### src/rtl/sram_delay_ctrl_if.sv
// SRAM bus between the delay controller and a dual-port macro
// (port 0 read/write, port 1 read-only, all strobes active-low).
interface sram_delay_ctrl_if #(
    parameter int DATA_WIDTH = 16,
    parameter int ADDR_WIDTH = 14
);
    logic                  csb0;
    logic                  web0;
    logic [ADDR_WIDTH-1:0] addr0;
    logic [DATA_WIDTH-1:0] din0;
    logic                  csb1;
    logic [ADDR_WIDTH-1:0] addr1;
    logic [DATA_WIDTH-1:0] dout1;

    modport master (
        output csb0, web0, addr0, din0, csb1, addr1,
        input  dout1
    );

    modport slave (
        input  csb0, web0, addr0, din0, csb1, addr1,
        output dout1
    );
endinterface

### src/rtl/sram_delay_ctrl.sv
// Circular-buffer delay controller: writes one sample per handshake through
// port 0 and returns the sample written `delay` samples earlier via port 1.
//
// state     | meaning
// ----------+-------------------------------------------------------------
// ST_CLEAR  | zero-fill one word per cycle, clr_addr 0 .. RAM_DEPTH-1
// ST_IDLE   | in_ready high, waiting for a sample or a clear request
// ST_ACCESS | port 0 writes the new sample, port 1 reads the delayed one
// ST_WAIT   | SRAM read data settles; captured on the closing edge
// ST_OUT    | delayed sample held on out_data until out_ready
module sram_delay_ctrl #(
    parameter int DATA_WIDTH = 16,
    parameter int ADDR_WIDTH = 14
) (
    input  logic                  clk,
    input  logic                  rst_n,
    input  logic                  in_valid,
    output logic                  in_ready,
    input  logic [DATA_WIDTH-1:0] in_data,
    input  logic [ADDR_WIDTH-1:0] delay,
    input  logic                  clear_req,
    output logic                  out_valid,
    input  logic                  out_ready,
    output logic [DATA_WIDTH-1:0] out_data,
    output logic                  clearing,
    sram_delay_ctrl_if.master     sram
);

    typedef enum logic [2:0] {
        ST_CLEAR,
        ST_IDLE,
        ST_ACCESS,
        ST_WAIT,
        ST_OUT
    } state_t;

    localparam logic [ADDR_WIDTH-1:0] ADDR_ONE  = {{(ADDR_WIDTH-1){1'b0}}, 1'b1};
    localparam logic [ADDR_WIDTH-1:0] ADDR_LAST = '1;

    state_t                state;
    logic [ADDR_WIDTH-1:0] wr_ptr;
    logic [ADDR_WIDTH-1:0] clr_addr;
    logic [ADDR_WIDTH-1:0] d_eff;

    // Delay 0 is promoted to 1 so the two ports never hit the same word.
    assign d_eff = (delay == '0) ? ADDR_ONE : delay;

    always_ff @(posedge clk or negedge rst_n) begin
        if (!rst_n) begin
            state      <= ST_CLEAR;
            wr_ptr     <= '0;
            clr_addr   <= '0;
            in_ready   <= 1'b0;
            out_valid  <= 1'b0;
            out_data   <= '0;
            clearing   <= 1'b1;
            sram.csb0  <= 1'b1;
            sram.web0  <= 1'b1;
            sram.addr0 <= '0;
            sram.din0  <= '0;
            sram.csb1  <= 1'b1;
            sram.addr1 <= '0;
        end else begin
            case (state)
                ST_CLEAR: begin
                    sram.csb0  <= 1'b0;
                    sram.web0  <= 1'b0;
                    sram.addr0 <= clr_addr;
                    sram.din0  <= '0;
                    sram.csb1  <= 1'b1;
                    in_ready   <= 1'b0;
                    if (clr_addr == ADDR_LAST) begin
                        state    <= ST_IDLE;
                        clr_addr <= '0;
                        wr_ptr   <= '0;
                        clearing <= 1'b0;
                    end else begin
                        clr_addr <= clr_addr + ADDR_ONE;
                    end
                end

                ST_IDLE: begin
                    sram.csb0 <= 1'b1;
                    sram.web0 <= 1'b1;
                    sram.csb1 <= 1'b1;
                    if (clear_req) begin
                        state    <= ST_CLEAR;
                        clearing <= 1'b1;
                        in_ready <= 1'b0;
                    end else if (in_valid && in_ready) begin
                        in_ready   <= 1'b0;
                        sram.csb0  <= 1'b0;
                        sram.web0  <= 1'b0;
                        sram.addr0 <= wr_ptr;
                        sram.din0  <= in_data;
                        sram.csb1  <= 1'b0;
                        sram.addr1 <= wr_ptr - d_eff;
                        state      <= ST_ACCESS;
                    end else begin
                        in_ready <= 1'b1;
                    end
                end

                ST_ACCESS: begin
                    sram.csb0 <= 1'b1;
                    sram.web0 <= 1'b1;
                    sram.csb1 <= 1'b1;
                    state     <= ST_WAIT;
                end

                ST_WAIT: begin
                    out_data  <= sram.dout1;
                    out_valid <= 1'b1;
                    wr_ptr    <= wr_ptr + ADDR_ONE;
                    state     <= ST_OUT;
                end

                ST_OUT: begin
                    if (out_ready) begin
                        out_valid <= 1'b0;
                        in_ready  <= 1'b1;
                        state     <= ST_IDLE;
                    end
                end

                default: begin
                    state    <= ST_CLEAR;
                    clr_addr <= '0;
                    clearing <= 1'b1;
                    in_ready <= 1'b0;
                end
            endcase
        end
    end

endmodule

### src/flat_wrapper.sv
// flat-port wrapper written by rule: the top's interface ports become plain ports
module sram_delay_ctrl_flat 
#(
    parameter int DATA_WIDTH = 16,
    parameter int ADDR_WIDTH = 14
)
  (clk, rst_n, in_valid, in_ready, in_data, delay, clear_req, out_valid, out_ready, out_data, clearing, sram_csb0, sram_web0, sram_addr0, sram_din0, sram_csb1, sram_addr1, sram_dout1);
  sram_delay_ctrl_if #(.DATA_WIDTH(DATA_WIDTH), .ADDR_WIDTH(ADDR_WIDTH)) sram_i ();
  input  logic clk;
  input  logic rst_n;
  input  logic in_valid;
  output logic in_ready;
  input  logic [DATA_WIDTH-1:0] in_data;
  input  logic [ADDR_WIDTH-1:0] delay;
  input  logic clear_req;
  output logic out_valid;
  input  logic out_ready;
  output logic [DATA_WIDTH-1:0] out_data;
  output logic clearing;
  output wire logic [$bits(sram_i.csb0)-1:0] sram_csb0;
  output wire logic [$bits(sram_i.web0)-1:0] sram_web0;
  output wire logic [$bits(sram_i.addr0)-1:0] sram_addr0;
  output wire logic [$bits(sram_i.din0)-1:0] sram_din0;
  output wire logic [$bits(sram_i.csb1)-1:0] sram_csb1;
  output wire logic [$bits(sram_i.addr1)-1:0] sram_addr1;
  input wire logic [$bits(sram_i.dout1)-1:0] sram_dout1;
  assign sram_csb0 = sram_i.csb0;
  assign sram_web0 = sram_i.web0;
  assign sram_addr0 = sram_i.addr0;
  assign sram_din0 = sram_i.din0;
  assign sram_csb1 = sram_i.csb1;
  assign sram_addr1 = sram_i.addr1;
  assign sram_i.dout1 = sram_dout1;
  sram_delay_ctrl #(.DATA_WIDTH(DATA_WIDTH), .ADDR_WIDTH(ADDR_WIDTH)) u_core (.clk(clk), .rst_n(rst_n), .in_valid(in_valid), .in_ready(in_ready), .in_data(in_data), .delay(delay), .clear_req(clear_req), .out_valid(out_valid), .out_ready(out_ready), .out_data(out_data), .clearing(clearing), .sram(sram_i));
endmodule
### config.mk
export PLATFORM = sky130hd
export DESIGN_NAME = sram_delay_ctrl_flat
export DESIGN_NICKNAME = d
export VERILOG_FILES = /design/src/rtl/sram_delay_ctrl_if.sv /design/src/rtl/sram_delay_ctrl.sv /design/src/flat_wrapper.sv
export SDC_FILE = /design/constraint.sdc
export NUM_CORES = 1
export LEC_CHECK = 0
export CORE_MARGIN = 2
export CORE_UTILIZATION = 40
export DETAILED_ROUTE_END_ITERATION = 12
export PLACE_DENSITY = 0.67
export SKIP_LAST_GASP = 1
export SLEW_MARGIN = 20
export SYNTH_ARGS = -nofsm -noshare
export SYNTH_HDL_FRONTEND = slang
export SYNTH_SLANG_ARGS = --single-unit
### constraint.sdc
create_clock -name clk -period 2.3 [get_ports clk]
set_input_delay 0.345 -clock clk [delete_from_list [all_inputs] [get_ports clk]]
set_output_delay 0.345 -clock clk [all_outputs]
set_load 0.005 [all_outputs]
Word-level counts from Yosys, hierarchy flattened
Index checks and enable logic that the tools add are counted.

Register bits after elaboration: 96. Input port bits: 51. Output and inout port bits: 66. Word-level logic and storage cells: 76.

$add $sub $neg: 3. Equal/unequal tests: 11. Muxes and demuxes: 28. Bitwise logic cells: 3. Reduce and logical (&&, ||, !) cells: 19.

Operators with widths (number): 14-bit case mux with 2 select lines (3); 14-bit two-way mux (5); 16-bit two-way mux (2); 16-bit case mux with 2 select lines (1); 14-bit by 1-bit adder with 14-bit output (second input constant) (2); 3-bit case mux with 5 select lines (1); 14-bit equality test (second input constant) (1); 14-bit zero test (1); 14-bit subtractor (1); 3-bit two-way mux (4); 3-bit AND reduction (4); 1-bit case mux with 3 select lines (3); 2-bit nonzero test (4); 1-bit two-way mux (7); 3-bit by 2-bit equality test with 1-bit output (second input constant) (2); 2-bit != test (second input constant) (3); 2-bit AND reduction (3); 2-bit by 1-bit != test with 1-bit output (second input constant) (2); 1-bit case mux with 2 select lines (2); 2-bit OR reduction (2); 4-bit OR reduction (1); 3-bit by 1-bit equality test with 1-bit output (second input constant) (1); 3-bit equality test (second input constant) (1); 3-bit zero test (1); other kinds (5) (7).

Depth between registers and ports, before layout
Depth in word-level cells: 4. Depth in mapped cells: 12. Gate-level depth less buffers: 12.

Least setup slack after synthesis
Ideal clock, no wire load.

Kind: in2reg. Start point: in delay[1]. End point: reg u_core.sram.addr1[8]. Setup time: 135 ps. Arrival: 2220 ps. Data required time: 2165 ps. Path slack: -55 ps. Stages on the path: 12. Path buffers: 0. Path through: inv_1 > nand4_1 > nor4_1 > a41o_1 > ha_1 > inv_1 > fa_1 > a21oi_1 > o211ai_1 > a21boi_0 > xnor2_1 > o21ai_0.

Cells in the longest elaborated chain, start to end: 3.

Ends and longest elaborated chain: start: declaration (RTL line flat_wrapper.sv:14) `input logic [ADDR_WIDTH-1:0] delay;`; 14-bit zero test (RTL line sram_delay_ctrl.sv:46) `assign d_eff = (delay == '0) ? ADDR_ONE : delay;`; 14-bit two-way mux * (RTL line sram_delay_ctrl.sv:46); 14-bit subtractor * (RTL line sram_delay_ctrl.sv:97) `sram.addr1 <= wr_ptr - d_eff;`; end signal: assignment (RTL line sram_delay_ctrl.sv:97); end: declaration (RTL line sram_delay_ctrl_if.sv:16) `output csb0, web0, addr0, din0, csb1, addr1,`.

Every way passes the cells marked *; elsewhere a longest branch is shown, timed or not. A chain may end at the register's enable or synchronous reset.

Final worst setup path
Start point: in delay[3]. End point: reg u_core.sram.addr1[12].

The elaborated chain is that of the path after synthesis.

==> results.cfg <==
[status]
status = complete, no violations

[drt]
drt_pass1_iterations = 5
wl_um = 13000
vias = 4426
final_antenna_net_count = 0
drc = 0
wl_per_cell_um = 15.6
viasPerCell = 5.30
drt_iter0_drc = 242

[critical_path]
endpoint_kind = flip-flop
criticalPathCategory = input port to flip-flop
worst_path_max_delay_cell = fa_2
cp_top_family = compound AO/OA/AOI/OAI gates
slowest_delay_ps = 360
critPathArrivalTime_ps = 2410
critPathMaxFanout = 3
crit_chain = clkdlybuf4s15_1 > nor4_2 > a41o_1 > ha_2 > inv_2 > fa_2 > a21oi_4 > o211ai_1 > nand4_1 > nand3_1 > a31o_2
required_ps = 2540
cp_num_buf_inv = 2
startpoint_type = input port

[clock_tree]
h-tree-depth = 3
cts_sinks = 96
cts_made_buffers = 9
clkLatencyLatePin_ps = 350
clk_pin_slew_ps = 60
cts_tree = yes
clockBufferDepth = 2
root_buffer = clkbuf_16

[sta]
finClkSkew_ps = 8.80
final-setup-viol-count = 0
holdWs_ps = 463
hold_viol_final = 0
finalCritPeriodShare = 0.943
setup_slack_ps = 130
tightest_slew_ps = 611
finalCriticalPeriod_ps = 2170
slew_headroom = 0.590
finalMaxSlewViolations = 0
clock.fmax_ghz = 0.461
tns_ps = 0

[logic_synthesis]
ys_warn_count = 0
synth-seq-cells = 96
syn_inst = 528
ys_types = 56
synth-edff-count = 0
ys.flop_type = dfrtp_1
synth_nets = 596
avgSynthCellArea_um2 = 9.32
async_reset_ff_frac = 1.00
mappedNetlistArea_um2 = 4920
seq_area_frac_synth = 0.489

[global_route]
grt_usage = 0.201
grt_max_degree = 70
grt_pass1_vias = 4256
globalRouteOverflowTotal = 0
grt_pass1_wl_um = 21000
antenna_found_initial = 0

[worst_hold_path]
hp-class = input port to async pin

[placement]
port_buffers = 116
place_congestion = 0.865
dp_slack_ps = -530
dp_hpwl_um = 9460

[floorplanning]
die_w_um = 115
ios = 117
rows = 40
die_h_um = 115
dieArea_um2 = 13200
core_um2 = 12000
initial_core_util = 0.410

[run]
max-cap-violations = 0

[power_and_ir_drop]
power_mw = 3.46
vdd_drop_max_mv = 0.374
p_leak_nw = 3.08
p_per_area_nw_per_um2 = 504

[layout]
antenna_cells = 0
area_delta_synth_final_pct = 39.6
drive_gt1_frac = 0.141
fin_nets = 751
utilization = 0.572
final timing paths:
path | slack, ps | cells past startpoint | to | startpoint
setup reg to reg | 150 | 9 | u_core.sram.addr1[12] | u_core.wr_ptr[0]
hold / removal | 460 | 2 | u_core.sram.din0[10] | rst_n
hold reg to reg | 480 | 2 | u_core.sram.addr1[7] | u_core.sram.addr1[7]
setup / recovery | 130 | 11 | u_core.sram.addr1[12] | delay[3]
min in group clk | 480 | 2 | u_core.sram.addr1[7] | u_core.sram.addr1[7]
max in group asynchronous | 1110 | 3 | u_core.sram.web0 | rst_n
metal layers:
metal | vias to the layer above | track usage | part of all wire
met4 | 0 | 0.0884 | 0.028
li1 | 2164 | - | -
met2 | 134 | 0.318 | 0.46
met5 | - | 0 | 0
met3 | 22 | 0.0358 | 0.045
met1 | 2106 | 0.271 | 0.47
cell usage after synthesis, types with 2 or more instances:
library cell / n / share of area
nand2_1: 109 / 0.083
dfrtp_1: 93 / 0.47
o21ai_0: 42 / 0.043
nand3_1: 29 / 0.029
nor2_1: 26 / 0.020
inv_1: 22 / 0.017
a21oi_1: 20 / 0.020
a22o_1: 16 / 0.028
ha_1: 16 / 0.041
clkbuf_1: 14 / 0.011
mux2i_1: 14 / 0.028
xor2_1: 11 / 0.020
nand4_1: 9 / 0.011
o31ai_1: 8 / 0.012
and2_1: 7 / 0.0089
xnor2_1: 7 / 0.012
a21o_1: 6 / 0.0092
buf_2: 6 / 0.0061
nand2b_1: 5 / 0.0064
nor3_1: 5 / 0.0051
a211oi_1: 4 / 0.0061
a31oi_1: 4 / 0.0051
nor4_1: 4 / 0.0051
and3_1: 3 / 0.0038
dfstp_2: 3 / 0.016
o211ai_1: 3 / 0.0046
o21a_1: 3 / 0.0046
or2_2: 3 / 0.0038
or3_1: 3 / 0.0038
a211oi_4: 2 / 0.0081
buf_6: 2 / 0.0046
nand3b_1: 2 / 0.0030
nor2b_1: 2 / 0.0025
nor3b_1: 2 / 0.0030
o22ai_1: 2 / 0.0025
final cells by class:
cell class | count | area (um2)
multi-input cells | 387 | 2350
fillers | 1102 | 5140
clock inverters | 4 | 51.3
well taps | 147 | 184
inverters | 22 | 82.6
clock buffers | 12 | 256
repair buffers | 167 | 1540
flip-flops and latches | 96 | 2410
cell usage in the layout (no fill, tap or decap), types with 9 or more instances in the layout:
master,synthesis,routed
ha_1,16,15
dfrtp_1,93,93
inv_1,22,16
o21ai_0,42,42
xor2_1,11,11
mux2i_1,14,14
nand3_1,29,29
buf_4,1,49
clkdlybuf4s50_1,0,102
a22o_1,16,16
a21oi_1,20,19
nand2_1,109,109
nor2_1,26,26
nand4_1,9,9
clkbuf_16,0,9
logic make-up (layout without fill, tap and decap cells):
kind of cell               after synthesis  in the layout  synth area share
AOI/OAI and AO/OA                      123            123             0.166
muxes                                   14             14            0.0285
xor gates and xnor gates                18             18            0.0320
adders and majority gates               17             17            0.0447
DFF                                     96             96             0.489
buffers and inverters                   45            205            0.0397
and+or+nand+nor                        215            215             0.200
sequential cells by signal (all words and copies together) (netlist names), 3 cells and up:
signal and flops:
u_core.sram.addr1 14, u_core.clr_addr 14, u_core.out_data 16, u_core.sram.addr0 14
u_core.sram.din0 16, u_core.wr_ptr 14, u_core.state 3
per-stage QoR:
stage               cells  instance area, um2
floorplan             528                4930
global placement      811                6510
detailed placement    811                6510
CTS                   833                6870
global route          835                6870
finish                835                6870
power by group:
part	leakage [nW]	internal, mW	total [mW]	switching [mW]
registers	1.21	1.69	1.69	0
clock network	0.149	0.905	1.54	0.639
logic	1.72	0.128	0.230	0.102
total	3.08	2.72	3.46	0.740
what timing repair did:
action | 4_1_cts | 5_1_grt
gates resized for setup | 17 | 24
endpoints found under the setup margin | 4 | 5
hold buffers | 1 | 0
pin swaps | 10 | 11
setup buffers | 5 | 2
hold endpoints to repair | 27 | 0
Note: power is estimated with default switching activity, not from simulation.
